File: src/rtl/mem_stage_pkg.sv
// Shared types and constants for the MEM pipeline stage.
package mem_stage_pkg;

  localparam int unsigned DATA_W    = 32;
  localparam int unsigned REG_IDX_W = 5;

  localparam logic [1:0] WORD_ALIGN_MASK = 2'b11;

  typedef enum logic {ST_IDLE, ST_WAIT} state_t;

  // Control and result fields carried by the MEM/WB register
  typedef struct packed {
    logic                 valid;
    logic                 regWrite;
    logic                 memToReg;
    logic [DATA_W-1:0]    aluResult;
    logic [REG_IDX_W-1:0] rdAddr;
  } wbCtrl_t;

  // True when a byte address lies on a word boundary
  function automatic logic isAligned(input logic [1:0] lowBits);
    return (lowBits & WORD_ALIGN_MASK) == 2'b00;
  endfunction

endpackage

File: src/rtl/mem_stage_ctrl_if.sv
// Request/acknowledge bus between the MEM stage and a multi-cycle data memory.
interface mem_stage_ctrl_if;
  import mem_stage_pkg::*;

  logic              mem_req_o;
  logic              mem_we_o;
  logic [DATA_W-1:0] mem_addr_o;
  logic [DATA_W-1:0] mem_wdata_o;
  logic              mem_ack_i;
  logic [DATA_W-1:0] mem_rdata_i;

  modport master (
    output mem_req_o, mem_we_o, mem_addr_o, mem_wdata_o,
    input  mem_ack_i, mem_rdata_i
  );

  modport slave (
    input  mem_req_o, mem_we_o, mem_addr_o, mem_wdata_o,
    output mem_ack_i, mem_rdata_i
  );

endinterface

File: src/rtl/mem_stage_ctrl_mem_wb_reg.sv
// MEM/WB pipeline register with load enable and bubble insertion.
module mem_wb_reg
  import mem_stage_pkg::*;
(
  input  logic              clk_i,
  input  logic              rst_i,
  input  logic              load,
  input  logic              bubble,
  input  logic              loadMemData,
  input  wbCtrl_t           ctrlIn,
  input  logic [DATA_W-1:0] memDataIn,
  output wbCtrl_t           ctrlOut,
  output logic [DATA_W-1:0] memDataOut
);

  // Bubble kills only valid and write enable; other fields are don't-care then
  always_ff @(posedge clk_i or posedge rst_i) begin
    if (rst_i) begin
      ctrlOut <= '0;
    end else if (bubble) begin
      ctrlOut.valid    <= 1'b0;
      ctrlOut.regWrite <= 1'b0;
    end else if (load) begin
      ctrlOut <= ctrlIn;
    end
  end

  // Load data changes only when a read completes
  always_ff @(posedge clk_i or posedge rst_i) begin
    if (rst_i) begin
      memDataOut <= '0;
    end else if (loadMemData) begin
      memDataOut <= memDataIn;
    end
  end

endmodule

File: src/rtl/mem_stage_ctrl.sv
// MEM stage: issues data-memory accesses, stalls upstream, feeds MEM/WB.
module mem_stage_ctrl
  import mem_stage_pkg::*;
#(
  parameter int unsigned TIMEOUT = 16,
  parameter int unsigned CNT_W   = 5
) (
  input  logic                 clk_i,
  input  logic                 rst_i,
  input  logic                 valid_i,
  input  logic [DATA_W-1:0]    ALUResult_i,
  input  logic [DATA_W-1:0]    RDData_i,
  input  logic [REG_IDX_W-1:0] RDAddr_i,
  input  logic                 RegWrite_i,
  input  logic                 MemToReg_i,
  input  logic                 MemWrite_i,
  output logic                 stall_o,
  mem_stage_ctrl_if.master     memBus,
  output logic                 valid_o,
  output logic                 RegWrite_o,
  output logic                 MemToReg_o,
  output logic [DATA_W-1:0]    ALUResult_o,
  output logic [DATA_W-1:0]    MemData_o,
  output logic [REG_IDX_W-1:0] RDAddr_o,
  output logic                 bus_err_o
);

  localparam logic [CNT_W-1:0] CNT_LAST = CNT_W'(TIMEOUT - 1);

  state_t               state, stateNext;
  logic [CNT_W-1:0]     cnt, cntNext;
  logic                 reqNext, busErrNext, capture, stallC;
  logic                 memop, aligned;
  logic                 wbLoad, wbBubble, wbMemLoad;
  wbCtrl_t              wbIn, wbOut;
  logic [REG_IDX_W-1:0] pendRd;
  logic                 pendRegWrite, pendMemToReg;

  assign memop   = valid_i & (MemToReg_i | MemWrite_i);
  assign aligned = isAligned(ALUResult_i[1:0]);

  // Pipeline freeze is forced low while reset is held
  assign stall_o = stallC & ~rst_i;

  // State, wait counter, request and error pulse
  always_ff @(posedge clk_i or posedge rst_i) begin
    if (rst_i) begin
      state            <= ST_IDLE;
      cnt              <= '0;
      memBus.mem_req_o <= 1'b0;
      bus_err_o        <= 1'b0;
    end else begin
      state            <= stateNext;
      cnt              <= cntNext;
      memBus.mem_req_o <= reqNext;
      bus_err_o        <= busErrNext;
    end
  end

  // Access parameters latched at issue and held stable until completion
  always_ff @(posedge clk_i or posedge rst_i) begin
    if (rst_i) begin
      memBus.mem_we_o    <= 1'b0;
      memBus.mem_addr_o  <= '0;
      memBus.mem_wdata_o <= '0;
      pendRd             <= '0;
      pendRegWrite       <= 1'b0;
      pendMemToReg       <= 1'b0;
    end else if (capture) begin
      memBus.mem_we_o    <= MemWrite_i;
      memBus.mem_addr_o  <= ALUResult_i;
      memBus.mem_wdata_o <= RDData_i;
      pendRd             <= RDAddr_i;
      pendRegWrite       <= RegWrite_i;
      pendMemToReg       <= MemToReg_i;
    end
  end

  // Next state, stall and MEM/WB load control
  always_comb begin
    stateNext  = state;
    cntNext    = cnt;
    reqNext    = memBus.mem_req_o;
    busErrNext = 1'b0;
    capture    = 1'b0;
    stallC     = 1'b0;
    wbLoad     = 1'b0;
    wbBubble   = 1'b0;
    wbMemLoad  = 1'b0;
    wbIn       = '{valid: valid_i, regWrite: RegWrite_i & valid_i,
                   memToReg: MemToReg_i, aluResult: ALUResult_i,
                   rdAddr: RDAddr_i};
    case (state)
      ST_IDLE: begin
        if (memop && aligned) begin
          stallC    = 1'b1;
          capture   = 1'b1;
          reqNext   = 1'b1;
          cntNext   = '0;
          stateNext = ST_WAIT;
          wbBubble  = 1'b1;
        end else begin
          wbLoad = 1'b1;
          if (memop) begin
            wbIn.regWrite = 1'b0;
            busErrNext    = 1'b1;
          end
        end
      end
      ST_WAIT: begin
        wbIn = '{valid: 1'b1, regWrite: pendRegWrite, memToReg: pendMemToReg,
                 aluResult: memBus.mem_addr_o, rdAddr: pendRd};
        if (memBus.mem_ack_i) begin
          reqNext   = 1'b0;
          stateNext = ST_IDLE;
          wbLoad    = 1'b1;
          wbMemLoad = ~memBus.mem_we_o;
        end else if (cnt == CNT_LAST) begin
          reqNext       = 1'b0;
          stateNext     = ST_IDLE;
          wbLoad        = 1'b1;
          wbIn.regWrite = 1'b0;
          busErrNext    = 1'b1;
        end else begin
          stallC  = 1'b1;
          cntNext = cnt + CNT_W'(1);
        end
      end
      default: stateNext = ST_IDLE;
    endcase
  end

  mem_wb_reg uMemWb (
    .clk_i       (clk_i),
    .rst_i       (rst_i),
    .load        (wbLoad),
    .bubble      (wbBubble),
    .loadMemData (wbMemLoad),
    .ctrlIn      (wbIn),
    .memDataIn   (memBus.mem_rdata_i),
    .ctrlOut     (wbOut),
    .memDataOut  (MemData_o)
  );

  assign valid_o     = wbOut.valid;
  assign RegWrite_o  = wbOut.regWrite;
  assign MemToReg_o  = wbOut.memToReg;
  assign ALUResult_o = wbOut.aluResult;
  assign RDAddr_o    = wbOut.rdAddr;

endmodule

File: src/flat_wrapper.sv
// flat-port wrapper written by rule: the top's interface ports become plain ports
module mem_stage_ctrl_flat import mem_stage_pkg::*;
#(
  parameter int unsigned TIMEOUT = 16,
  parameter int unsigned CNT_W   = 5
)
  (clk_i, rst_i, valid_i, ALUResult_i, RDData_i, RDAddr_i, RegWrite_i, MemToReg_i, MemWrite_i, stall_o, valid_o, RegWrite_o, MemToReg_o, ALUResult_o, MemData_o, RDAddr_o, bus_err_o, memBus_mem_req_o, memBus_mem_we_o, memBus_mem_addr_o, memBus_mem_wdata_o, memBus_mem_ack_i, memBus_mem_rdata_i);
  mem_stage_ctrl_if memBus_i ();
  input  logic clk_i;
  input  logic rst_i;
  input  logic valid_i;
  input  logic [DATA_W-1:0] ALUResult_i;
  input  logic [DATA_W-1:0] RDData_i;
  input  logic [REG_IDX_W-1:0] RDAddr_i;
  input  logic RegWrite_i;
  input  logic MemToReg_i;
  input  logic MemWrite_i;
  output logic stall_o;
  output logic valid_o;
  output logic RegWrite_o;
  output logic MemToReg_o;
  output logic [DATA_W-1:0] ALUResult_o;
  output logic [DATA_W-1:0] MemData_o;
  output logic [REG_IDX_W-1:0] RDAddr_o;
  output logic bus_err_o;
  output wire logic [$bits(memBus_i.mem_req_o)-1:0] memBus_mem_req_o;
  output wire logic [$bits(memBus_i.mem_we_o)-1:0] memBus_mem_we_o;
  output wire logic [$bits(memBus_i.mem_addr_o)-1:0] memBus_mem_addr_o;
  output wire logic [$bits(memBus_i.mem_wdata_o)-1:0] memBus_mem_wdata_o;
  input wire logic [$bits(memBus_i.mem_ack_i)-1:0] memBus_mem_ack_i;
  input wire logic [$bits(memBus_i.mem_rdata_i)-1:0] memBus_mem_rdata_i;
  assign memBus_mem_req_o = memBus_i.mem_req_o;
  assign memBus_mem_we_o = memBus_i.mem_we_o;
  assign memBus_mem_addr_o = memBus_i.mem_addr_o;
  assign memBus_mem_wdata_o = memBus_i.mem_wdata_o;
  assign memBus_i.mem_ack_i = memBus_mem_ack_i;
  assign memBus_i.mem_rdata_i = memBus_mem_rdata_i;
  mem_stage_ctrl #(.TIMEOUT(TIMEOUT), .CNT_W(CNT_W)) u_core (.clk_i(clk_i), .rst_i(rst_i), .valid_i(valid_i), .ALUResult_i(ALUResult_i), .RDData_i(RDData_i), .RDAddr_i(RDAddr_i), .RegWrite_i(RegWrite_i), .MemToReg_i(MemToReg_i), .MemWrite_i(MemWrite_i), .stall_o(stall_o), .memBus(memBus_i), .valid_o(valid_o), .RegWrite_o(RegWrite_o), .MemToReg_o(MemToReg_o), .ALUResult_o(ALUResult_o), .MemData_o(MemData_o), .RDAddr_o(RDAddr_o), .bus_err_o(bus_err_o));
endmodule
File: config.mk
export PLATFORM = sky130hd
export DESIGN_NAME = mem_stage_ctrl_flat
export DESIGN_NICKNAME = d
export VERILOG_FILES = /design/src/rtl/mem_stage_pkg.sv /design/src/rtl/mem_stage_ctrl_if.sv /design/src/rtl/mem_stage_ctrl_mem_wb_reg.sv /design/src/rtl/mem_stage_ctrl.sv /design/src/flat_wrapper.sv
export SDC_FILE = /design/constraint.sdc
export NUM_CORES = 1
export LEC_CHECK = 0
export CAP_MARGIN = 5
export CELL_PAD_IN_SITES_DETAIL_PLACEMENT = 0
export CELL_PAD_IN_SITES_GLOBAL_PLACEMENT = 2
export CORE_ASPECT_RATIO = 1.4
export CORE_MARGIN = 4
export CORE_UTILIZATION = 28
export CTS_CLUSTER_DIAMETER = 150
export DETAILED_ROUTE_END_ITERATION = 6
export PLACE_DENSITY_LB_ADDON = 0.1
export SYNTH_ARGS = -nofsm -noshare
export SYNTH_HDL_FRONTEND = slang
export SYNTH_SLANG_ARGS = --single-unit
File: constraint.sdc
create_clock -name clk_i -period 6.41 [get_ports clk_i]
set_input_delay 0.9615 -clock clk_i [delete_from_list [all_inputs] [get_ports clk_i]]
set_output_delay 0.9615 -clock clk_i [all_outputs]
set_load 0.02 [all_outputs]
* Word level (Yosys, flattened, before mapping) *
Cells that the tools add are included.

storage, ports and cells
  flip-flop bits (word level) = 152
  input bits = 108
  output and inout bits = 140
  logic and storage cells = 68

cells by class
  $add $sub $neg = 1
  equality and inequality tests = 5
  multiplexer cells = 32
  bitwise gates (word level) = 8
  reductions and logical operators = 6

operator list
  operator                                                count
  2-to-1 mux 40 bit                                       1
  2-to-1 mux 38 bit                                       1
  2-to-1 mux 1 bit                                        20
  2-to-1 mux 5 bit                                        3
  case mux 1 bit (2 select lines)                         5
  case mux 5 bit (2 select lines)                         1
  adder 5 x 1 -> 5 bit (second input constant)            1
  == test 5 x 4 -> 1 bit (second input constant)          1
  inequality test 2 bit (second input constant)           2
  inverter 1 bit                                          4
  AND reduction 2 bit                                     2
  bitwise AND 1 bit                                       3
  inequality test 3 bit (second input constant)           1
  AND reduction 3 bit                                     1
  logical NOT 2 bit                                       1
  2-to-1 mux 2 bit                                        1
  inequality test 2 x 1 -> 1 bit (second input constant)  1
  nonzero test 2 bit                                      1
  logical AND 1 bit                                       1
  OR 1 bit                                                1

* Longest topological paths before layout *
Gate-level depths: netlist of run 1.

  depth after elaboration = 7
  mapped depth = 7
  depth with buffers taken out = 6

* Cells and area by module *
From an unflattened synthesis of run 1, not the netlist that was laid out.

unflattened totals
  cell total of the unflattened synthesis = 406
  area total of the unflattened synthesis = 6396.1 um^2

by module, submodules not included
  module          times used  cells each  area each (um^2)  seq. area each (um^2)
  mem_stage_ctrl  1           250         3608.5            2001.9
  mem_wb_reg      1           156         2787.7            1801.7

* Worst setup path after synthesis of run 1 *
Ideal clock, no wire load.

  kind = register to output
  from = register u_core.cnt[0]
  to = output port stall_o
  data arrival time = 1845 ps
  data required time = 5448 ps
  slack = 3603 ps
  cell stages (with the launch flop) = 8
  path buffers = 1
  cells stage by stage = dfrtp_1 ha_1 and3_1 ha_1 nor3b_2 a31oi_2 buf_2 nor2_1

between the ends
  longest elaborated chain between the ends = 5

RTL lines
  item                             line                   text
  start: declaration               mem_stage_ctrl.sv:31   logic [CNT_W-1:0] cnt, cntNext;
  start signal: assignment         mem_stage_ctrl.sv:54   cnt <= cntNext;
  == test 5 x 4 -> 1 bit           mem_stage_ctrl.sv:118  end else if (cnt == CNT_LAST) begin
  2-to-1 mux 1 bit                 mem_stage_ctrl.sv:118
  2-to-1 mux 1 bit                 mem_stage_ctrl.sv:113  if (memBus.mem_ack_i) begin
  case mux 1 bit (2 select lines)  mem_stage_ctrl.sv:93   case (state)
  bitwise AND 1 bit                mem_stage_ctrl.sv:43   assign stall_o = stallC & ~rst_i;
  end: declaration                 flat_wrapper.sv:18     output logic stall_o;

No other way between the ends.

* Worst setup path after layout of run 1 *
  from = input port memBus_mem_ack_i
  to = output port stall_o

between the ends
  longest elaborated chain between the ends = 3

RTL lines
  item                             line                   text
  start: declaration               flat_wrapper.sv:30     input wire logic [$bits(memBus_i.mem_ack_i)-1:0] memBus_mem_ack_i;
  2-to-1 mux 1 bit                 mem_stage_ctrl.sv:113
  case mux 1 bit (2 select lines)  mem_stage_ctrl.sv:93
  bitwise AND 1 bit                mem_stage_ctrl.sv:43

No other way between the ends.

==> results by group, run 1 <==
CTS
  • Clock Latency Late Sink: 420 ps
  • # resized after CTS: 0
  • Hold_buf cts: 0
  • CTS Buffer Depth: 2
  • Clock Sinks: 152
  • CTS H-tree depth: 4
  • Post-CTS setup buffers: 0
  • Inserted Clock Buffers: 17
  • Clock slew seen by the registers of the worst setup and hold paths: 60 ps
  • TritonCTS clock tree: yes
  • Root buf cell: clkbuf_16

Final layout
  • Ant diodes: 0
  • Layout area overhead: 54.4%
  • Ratio of cells with drive above 1 in the final layout: 0.129
  • Area of the multi-input gates: 0.00227 mm2
  • Fillers: 2030
  • Register Area: 0.00380 mm2
  • Fin area: 0.00957 mm2
  • Fin cells: 955
  • # nets final: 755

Global route
  • Initial antenna violation count: 0
  • Largest net degree at the start of global routing: 109
  • Vias in the first global route: 4629
  • Grt ovf: 0
  • First-pass GRT wire length: 26600 um
  • GRT Util Overall: 0.140

Die
  • Initial Utilization: 0.284
  • Die ar.: 0.0246 mm2
  • Chip Height: 184 um
  • # IOs: 248
  • Die Wd: 134 um
  • Row count: 64
  • Core area: 0.0219 mm2

Critical path
  • CP Launch Type: input port
  • Flop2flop setup slack: 3890 ps
  • Worst endpoint required time: 5450 ps
  • Critical Path Fanout Max: 41
  • WP data arrival: 3080 ps
  • RR Endpoint: u_core.memBus.mem_addr_o[21]$_DFFE_PP0P_
  • Crit path kind: input port to output pin
  • Reg2reg start: u_core.state$_DFF_PP0_
  • Reg2reg path depth: 4
  • Worst Setup End Kind: output pin

Logic synthesis
  • Synth Net Count: 506
  • Syn Inst Count: 396
  • Yosys cell types: 27
  • Register area share after synthesis: 0.614
  • Synth warn: 0
  • Post-synth EDFFs: 0
  • #FFs+latches synth: 152
  • Top-area cell type share of the netlist area: 0.614
  • Synth Cell Area: 0.00620 mm2
  • Commonest cells post-synth: 152 x dfrtp_1, 136 x mux2_1, 43 x mux2_2
  • Synthesized area per cell: 15.7 um2
  • Dominant cell type by area after synthesis: dfrtp_1
  • Most common cell in the synthesized netlist: dfrtp_1
  • Async S/R FF share, synth: 1.00
  • Synth area leaders: dfrtp_1 61%, mux2_1 25%, mux2_2 7.8%
  • Ys flop type: dfrtp_1

Timing
  • RSZ-0062 raised after global routing: false
  • Worst hold slack: 483 ps
  • Worst Skew: 13.9 ps
  • Worst-Margin Slew: 1050 ps
  • Pins Over Slew Limit: 0
  • Max transition margin: 0.297
  • Hold Violations, Final: 0
  • Setup TNS: 0 ps
  • Period utilisation layout: 0.630
  • Maximum clock frequency: 248 MHz
  • Final Critical Period: 4040 ps
  • Final setup fails: 0

Routing
  • Vias per inst: 4.32
  • Routed vias: 4122
  • Final ANT Viol Nets: 0
  • DRT Pass-1 Iters: 4
  • Initial DRC Count: 88
  • Detailed Route WL: 16900 um
  • DRC: 0
  • Wirelength per Cell: 17.7 um

Hold path
  • Hold Path Class: register to register
  • HP Start: u_core.memBus.mem_wdata_o[1]$_DFFE_PP0P_
  • Worst hold path stage count: 1
  • Worst hold path endpoint: u_core.memBus.mem_wdata_o[1]$_DFFE_PP0P_

Place
  • Dpl cell area: 0.00897 mm2
  • RePlAce Congestion: 0.754
  • Detailed Place HPWL: 12000 um
  • Placed cells: 923
  • Port Buffer Count: 247

Outcome
  • Status: finished clean

Pwr
  • Leakage: 0.00393 uW
  • Pwr dens: 354 mW/mm2
  • Max IR drop VDD: 0.169 mV

Run
  • Max-Cap Viols: 0
[worst max-delay path by stage]
stage                     start  depth (start not counted)                          to
2_1_floorplan             rst_i                          1  u_core.bus_err_o$_DFF_PP0_
3_3_place_gp         MemWrite_i                          6                     stall_o
3_5_place_dp         MemWrite_i                          6                     stall_o
4_1_cts              MemWrite_i                          6                     stall_o
5_1_grt        memBus_mem_ack_i                          6                     stall_o
6_report       memBus_mem_ack_i                          6                     stall_o
[power by group]
group	internal, uW	switching [uW]
clock network	600	417
registers	1190	121
logic	562	502
total	2350	1040
[per-stage QoR]
stage / util / power, uW / setup WS (ps)
floorplan: - / 1810 / 1360
global placement: 0.410 / 2390 / 2340
detailed placement: 0.410 / 2410 / 2330
CTS: 0.438 / 3450 / 2320
global route: 0.438 / 3560 / 2240
finish: 0.438 / 3390 / 2370
[cell usage in the layout, fill, tap and decap left out, types with 3 or more instances in the layout]
cell	n
mux2_2	43
clkbuf_16	17
dfrtp_1	151
mux2_1	136
clkinvlp_4	3
buf_4	4
inv_6	5
o21ai_0	4
clkdlybuf4s50_1	247
nand2_1	8
nor2_1	4
[routing by layer]
layer  GRT usage  vias up  share of wire
met4      0.0449        0          0.015
li1            -     1908              -
met3      0.0496       19          0.068
met5           0        -              0
met2       0.258      139           0.54
met1       0.149     2056           0.38
[logic make-up (layout without fill, tap and decap cells)]
group / after synthesis / count (layout) / synth area share
AND/OR/NAND/NOR: 25 / 25 / 0.0220
buffers and inverters: 25 / 287 / 0.0218
adder cells (fa/ha/maj): 2 / 2 / 0.00404
AO/OA/AOI/OAI: 13 / 13 / 0.0135
flip-flops: 152 / 152 / 0.614
multiplexers: 179 / 179 / 0.325
[registers in the layout, indices dropped and copies added, names as in the netlist]
signal and flops:
u_core.memBus.mem_we_o 1, u_core.memBus.mem_req_o 1, u_core.memBus.mem_wdata_o 32, u_core.uMemWb.memDataOut 32, u_core.state 1, u_core.cnt 5, u_core.pendRegWrite 1, u_core.bus_err_o 1
u_core.pendMemToReg 1, u_core.uMemWb.ctrlOut 40, u_core.memBus.mem_addr_o 32, u_core.pendRd 5
[worst max-delay path, stage by stage]
cell and delay (ps):
clkdlybuf4s50_1 530, nor3b_2 430, a31oi_4 40, buf_4 340
nor2_1 160, clkdlybuf4s50_1 620
[area by class of cell]
class | count | share of cell area
well taps | 297 | 0.0388
flip-flops and latches | 152 | 0.398
clock inverters | 12 | 0.0146
repair buffers | 251 | 0.261
multi-input cells | 219 | 0.238
inverters | 4 | 0.00209
clock buffers | 20 | 0.0477
Power figures use the tool's default switching activity.
==> run 2, diff against run 1 <==
- CORE_UTILIZATION: 28 -> 26
- clock period: 6.41 -> 3.6 ns (I/O delays scaled with it)
==> run 2 against run 1 <==
Against the previous run: clock skew increased by 1.3 ps; die area rose by 7.3%; highest routed layer unchanged; via count up 1.8%; sequential power grew 78%.
==> results by group, run 2 (synthesized netlist as in run 1, its figures left out) <==
Global route
  • GRT Util Overall: 0.132
  • First-pass GRT wire length: 27200 um
  • Grt ovf: 0
  • Initial antenna violation count: 0
  • Vias in the first global route: 4730
  • Largest net degree at the start of global routing: 61

Timing
  • Period utilisation layout: 0.880
  • Max transition margin: 0.436
  • RSZ-0062 raised after global routing: false
  • Final Critical Period: 3170 ps
  • Pins Over Slew Limit: 0
  • Maximum clock frequency: 316 MHz
  • Final setup fails: 0
  • Hold Violations, Final: 0
  • Worst Skew: 15.3 ps
  • Setup TNS: 0 ps
  • Final WS setup: 433 ps
  • Worst-Margin Slew: 843 ps

Hold path
  • Hold Path Class: register to register
  • Worst hold path endpoint: u_core.memBus.mem_req_o$_DFFE_PP0P_
  • HP Start: u_core.memBus.mem_req_o$_DFFE_PP0P_
  • Worst hold path stage count: 2

Final layout
  • Commonest non-fill, non-tap cells in the layout: 247 x clkdlybuf4s50_1, 151 x dfrtp_1, 136 x mux2_1
  • # nets final: 761
  • Fillers: 2172
  • Ratio of cells with drive above 1 in the final layout: 0.137
  • Layout area overhead: 55.2%
  • Max reg flops: 40
  • Ant diodes: 0
  • Most flop-heavy register: u_core.uMemWb.ctrlOut
  • Commonest non-fill, non-tap cell in the layout: clkdlybuf4s50_1
  • Fin util: 0.412

Pwr
  • Pwr dens: 614 mW/mm2
  • Leakage: 0.00395 uW
  • Max IR drop VDD: 0.312 mV

Routing
  • Routed vias: 4198
  • DRC: 0
  • DRT Pass-1 Iters: 4
  • Wirelength per Cell: 17.7 um
  • Final ANT Viol Nets: 0
  • Vias per inst: 4.33
  • Detailed Route WL: 17100 um
  • Initial DRC Count: 73

Die
  • Chip Height: 191 um
  • # IOs: 248
  • Die Wd: 139 um
  • Initial Utilization: 0.265
  • Row count: 66
  • Die ar.: 0.0264 mm2
  • Core area: 0.0234 mm2

Critical path
  • Crit path kind: register to output pin
  • RR Endpoint: u_core.uMemWb.ctrlOut[23]$_DFFE_PP0P_
  • Worst Setup End Kind: output pin
  • Critical Path Fanout Max: 5
  • Reg2reg start: u_core.cnt[0]$_DFFE_PP0P_
  • Flop2flop setup slack: 1220 ps
  • WP data arrival: 2630 ps
  • CP Launch Type: register
  • Reg2reg path depth: 7
  • Crit path from: u_core.cnt[0]$_DFFE_PP0P_
  • Worst endpoint required time: 3060 ps

Place
  • RePlAce Congestion: 0.706
  • Port Buffer Count: 247
  • Place WS: 764 ps
  • Detailed Place HPWL: 12500 um

CTS
  • Clock Sinks: 152
  • Clock Latency Late Sink: 420 ps
  • CTS H-tree depth: 4
  • Root buf cell: clkbuf_16
  • # resized after CTS: 0
  • TritonCTS clock tree: yes
  • Clock slew seen by the registers of the worst setup and hold paths: 60 ps
  • CTS Buffer Depth: 2
  • Post-CTS setup buffers: 0
  • Hold_buf cts: 0
  • Inserted Clock Buffers: 17

Run
  • Max-Cap Viols: 0

Outcome
  • Status: finished clean
[run 2: layout make-up]
class | count | area, um2 | share of cell area
Sequential cell | 152 | 3800 | 0.395
Timing Repair Buffer | 257 | 2580 | 0.269
Multi-Input combinational cell | 219 | 2270 | 0.236
Clock buffer | 19 | 443 | 0.0460
Tap cell | 306 | 383 | 0.0398
Clock inverter | 13 | 113 | 0.0117
Inverter | 4 | 18.8 | 0.00195
[run 2: worst max path at each step]
stage | end | slack (ps) | cells after the start
CTS | stall_o | 380 | 7
finish | stall_o | 430 | 7
detailed placement | stall_o | 760 | 5
global placement | stall_o | 760 | 5
global route | stall_o | 320 | 7
floorplan | u_core.bus_err_o$_DFF_PP0_ | 1140 | 1
[run 2: stage by stage]
| step | area (um2) | total power [uW] | hold slack [ps] | std cells |
|---|---|---|---|---|
| after floorplan | 6200 | 3220 | 452 | 396 |
| after detailed placement | 9070 | 4300 | 468 | 938 |
| after global placement | 9070 | 4270 | 466 | 938 |
| after global routing | 9620 | 6230 | 500 | 970 |
| after CTS | 9620 | 6030 | 485 | 970 |
| final | 9620 | 5910 | 481 | 970 |
[run 2: where the power goes]
group / leakage, uW / internal, uW / switching (uW)
Clock: 0.000262 / 920 / 762
Combinational: 0.00186 / 1010 / 882
Sequential: 0.00182 / 2110 / 224
Total: 0.00395 / 4040 / 1870
[run 2: per-layer routing]
metal / wire [um] / GRT usage / part of all wire
met5: 0 / 0 / 0
met4: 138 / 0.0376 / 0.0081
met3: 1020 / 0.0384 / 0.059
met2: 9210 / 0.245 / 0.54
met1: 6770 / 0.147 / 0.40
[run 2: critical path: stages, from the launching register on]
cell,delay (ps)
dfrtp_1,400
ha_1,210
and3_1,180
ha_1,260
nor3b_2,380
a31oi_4,70
nor2_1,110
clkdlybuf4s50_1,610
==> run 3, diff against run 2 <==
- CORE_UTILIZATION: 26 -> 37
- DONT_BUFFER_PORTS: default -> 1
==> run 3 against run 2 <==
Against the previous run: critical path type unchanged; cell area shrank 27%; wire length shrank 19%; maximum frequency grew 14%; final cell count shrank 37%; global-route usage grew 1.4 points; first-iteration DRC count grew 12%; critical endpoint unchanged; sequential power grew 24%; flip-flop and latch count is the same.
==> results by group, run 3 (synthesized netlist as in run 1, its figures left out) <==
Outcome
  • Status: finished clean

Critical path
  • Critical Path Fanout Max: 5
  • Worst endpoint required time: 3060 ps
  • Crit-path most repeated cell: ha_1
  • WP data arrival: 2240 ps
  • Critical path cell sequence: ha_1, and3_1, ha_1, nor3b_2, a31oi_4, nor2_1
  • Worst Setup End Kind: output pin
  • Kind of cell adding the most delay to the critical path: simple AND/OR/NAND/NOR gates
  • CP Launch Type: register
  • Crit path kind: register to output pin
  • CP max stage cell: dfrtp_1
  • Slowest stage delay, CP: 400 ps
  • CP Buf/Inv Count: 0

Place
  • RePlAce Congestion: 0.713
  • Place WS: 1210 ps
  • Detailed Place HPWL: 10000 um
  • Port Buffer Count: 0

Die
  • Row count: 55
  • # IOs: 248
  • Core area: 0.0163 mm2
  • Chip Height: 161 um
  • Die Wd: 117 um
  • Die ar.: 0.0189 mm2
  • Initial Utilization: 0.380

Routing
  • Wirelength per Cell: 22.6 um
  • Routed vias: 3234
  • Vias per inst: 5.28
  • Initial DRC Count: 82
  • DRT Pass-1 Iters: 4
  • Final ANT Viol Nets: 0
  • DRC: 0
  • Detailed Route WL: 13800 um

Timing
  • Worst Skew: 12.0 ps
  • Final setup fails: 0
  • Pins Over Slew Limit: 0
  • RSZ-0062 raised after global routing: false
  • Final Critical Period: 2780 ps
  • Final WS setup: 823 ps
  • Period utilisation layout: 0.771
  • Hold Violations, Final: 0
  • Maximum clock frequency: 360 MHz
  • Max transition margin: 0.519
  • Worst-Margin Slew: 720 ps
  • Setup TNS: 0 ps

CTS
  • CTS H-tree depth: 4
  • CTS Buffer Depth: 2
  • Hold_buf cts: 0
  • Root buf cell: clkbuf_16
  • Inserted Clock Buffers: 17
  • TritonCTS clock tree: yes
  • Post-CTS setup buffers: 0
  • # resized after CTS: 0
  • Clock Latency Late Sink: 420 ps
  • Clock Sinks: 152
  • Clock slew seen by the registers of the worst setup and hold paths: 60 ps

Final layout
  • Layout area overhead: 13.5%
  • Most flop-heavy register: u_core.uMemWb.ctrlOut
  • Max reg flops: 40
  • Commonest non-fill, non-tap cells in the layout: 151 x dfrtp_1, 136 x mux2_1, 43 x mux2_2
  • Commonest non-fill, non-tap cell in the layout: dfrtp_1
  • Fillers: 1491
  • # nets final: 510
  • Ant diodes: 0
  • Ratio of cells with drive above 1 in the final layout: 0.213

Run
  • Max-Cap Viols: 0

Global route
  • Grt ovf: 0
  • Vias in the first global route: 3513
  • First-pass GRT wire length: 21400 um
  • GRT Util Overall: 0.146
  • Initial antenna violation count: 0
  • Largest net degree at the start of global routing: 71

Pwr
  • Leakage: 0.00300 uW
  • Max IR drop VDD: 0.338 mV
  • Pwr dens: 734 mW/mm2

Hold path
  • Hold Path Class: input port to asynchronous set/reset pin
run 3: cell count changes in the layout (fill, tap and decap cells not counted):
cell             delta
clkinv_2            +1
clkbuf_1            -1
buf_4               -4
bufinv_16           +2
clkdlybuf4s50_1   -247
inv_8               -1
clkinv_4            -3
clkbuf_8            +2
run 3: worst paths after layout:
check                                             start                                       end  slack, ps  cells past startpoint
hold reg to reg            u_core.pendRd[0]$_DFFE_PP0P_              u_core.pendRd[0]$_DFFE_PP0P_        480                      1
setup / recovery              u_core.cnt[0]$_DFFE_PP0P_                                   stall_o        820                      6
max in group asynchronous                         rst_i   u_core.uMemWb.memDataOut[3]$_DFFE_PP0P_       2740                      2
setup reg to reg              u_core.cnt[0]$_DFFE_PP0P_     u_core.uMemWb.ctrlOut[32]$_DFFE_PP0P_       1240                      7
min in group clk_i                     memBus_mem_ack_i                u_core.bus_err_o$_DFF_PP0_        250                      1
hold / removal                                    rst_i  u_core.memBus.mem_addr_o[31]$_DFFE_PP0P_        100                      1
run 3: cell type report:
cell class                 instances  area (um2)  share of cell area
sequential                       152        3800               0.541
multi-input combinational        219        2270               0.323
clock buffer                      20         467              0.0663
tap                              199         249              0.0354
clock inverter                    12         140              0.0199
timing repair buffer               6        82.6              0.0117
inverter                           4        18.8             0.00267
run 3: through the flow:
stage / std cells / total power (uW) / hold slack [ps] / util / area (um2)
after global placement: 580 / 3410 / 464 / 0.394 / 6430
after floorplan: 396 / 3220 / 452 / - / 6200
after global routing: 612 / 5430 / 140 / 0.431 / 7040
after detailed placement: 580 / 3440 / 472 / 0.394 / 6430
final: 612 / 5170 / 104 / 0.431 / 7040
after CTS: 612 / 5270 / 128 / 0.431 / 7040
run 3: worst register-to-register path: stages (launching register included):
cell	delay, ps
dfrtp_1	400
ha_1	210
and3_1	180
ha_1	260
nor3b_2	390
a31oi_4	60
buf_4	320
mux2_1	430
run 3: report_power, final:
| group | switching (uW) | internal (uW) |
|---|---|---|
| sequential | 789 | 2110 |
| combinational | 194 | 283 |
| clock | 705 | 1090 |
| total | 1690 | 3480 |
run 3: per-layer routing:
layer  part of all wire  GRT usage
met5                  0          0
met4              0.010     0.0464
met3              0.090     0.0662
met2               0.53      0.259
met1               0.37      0.156
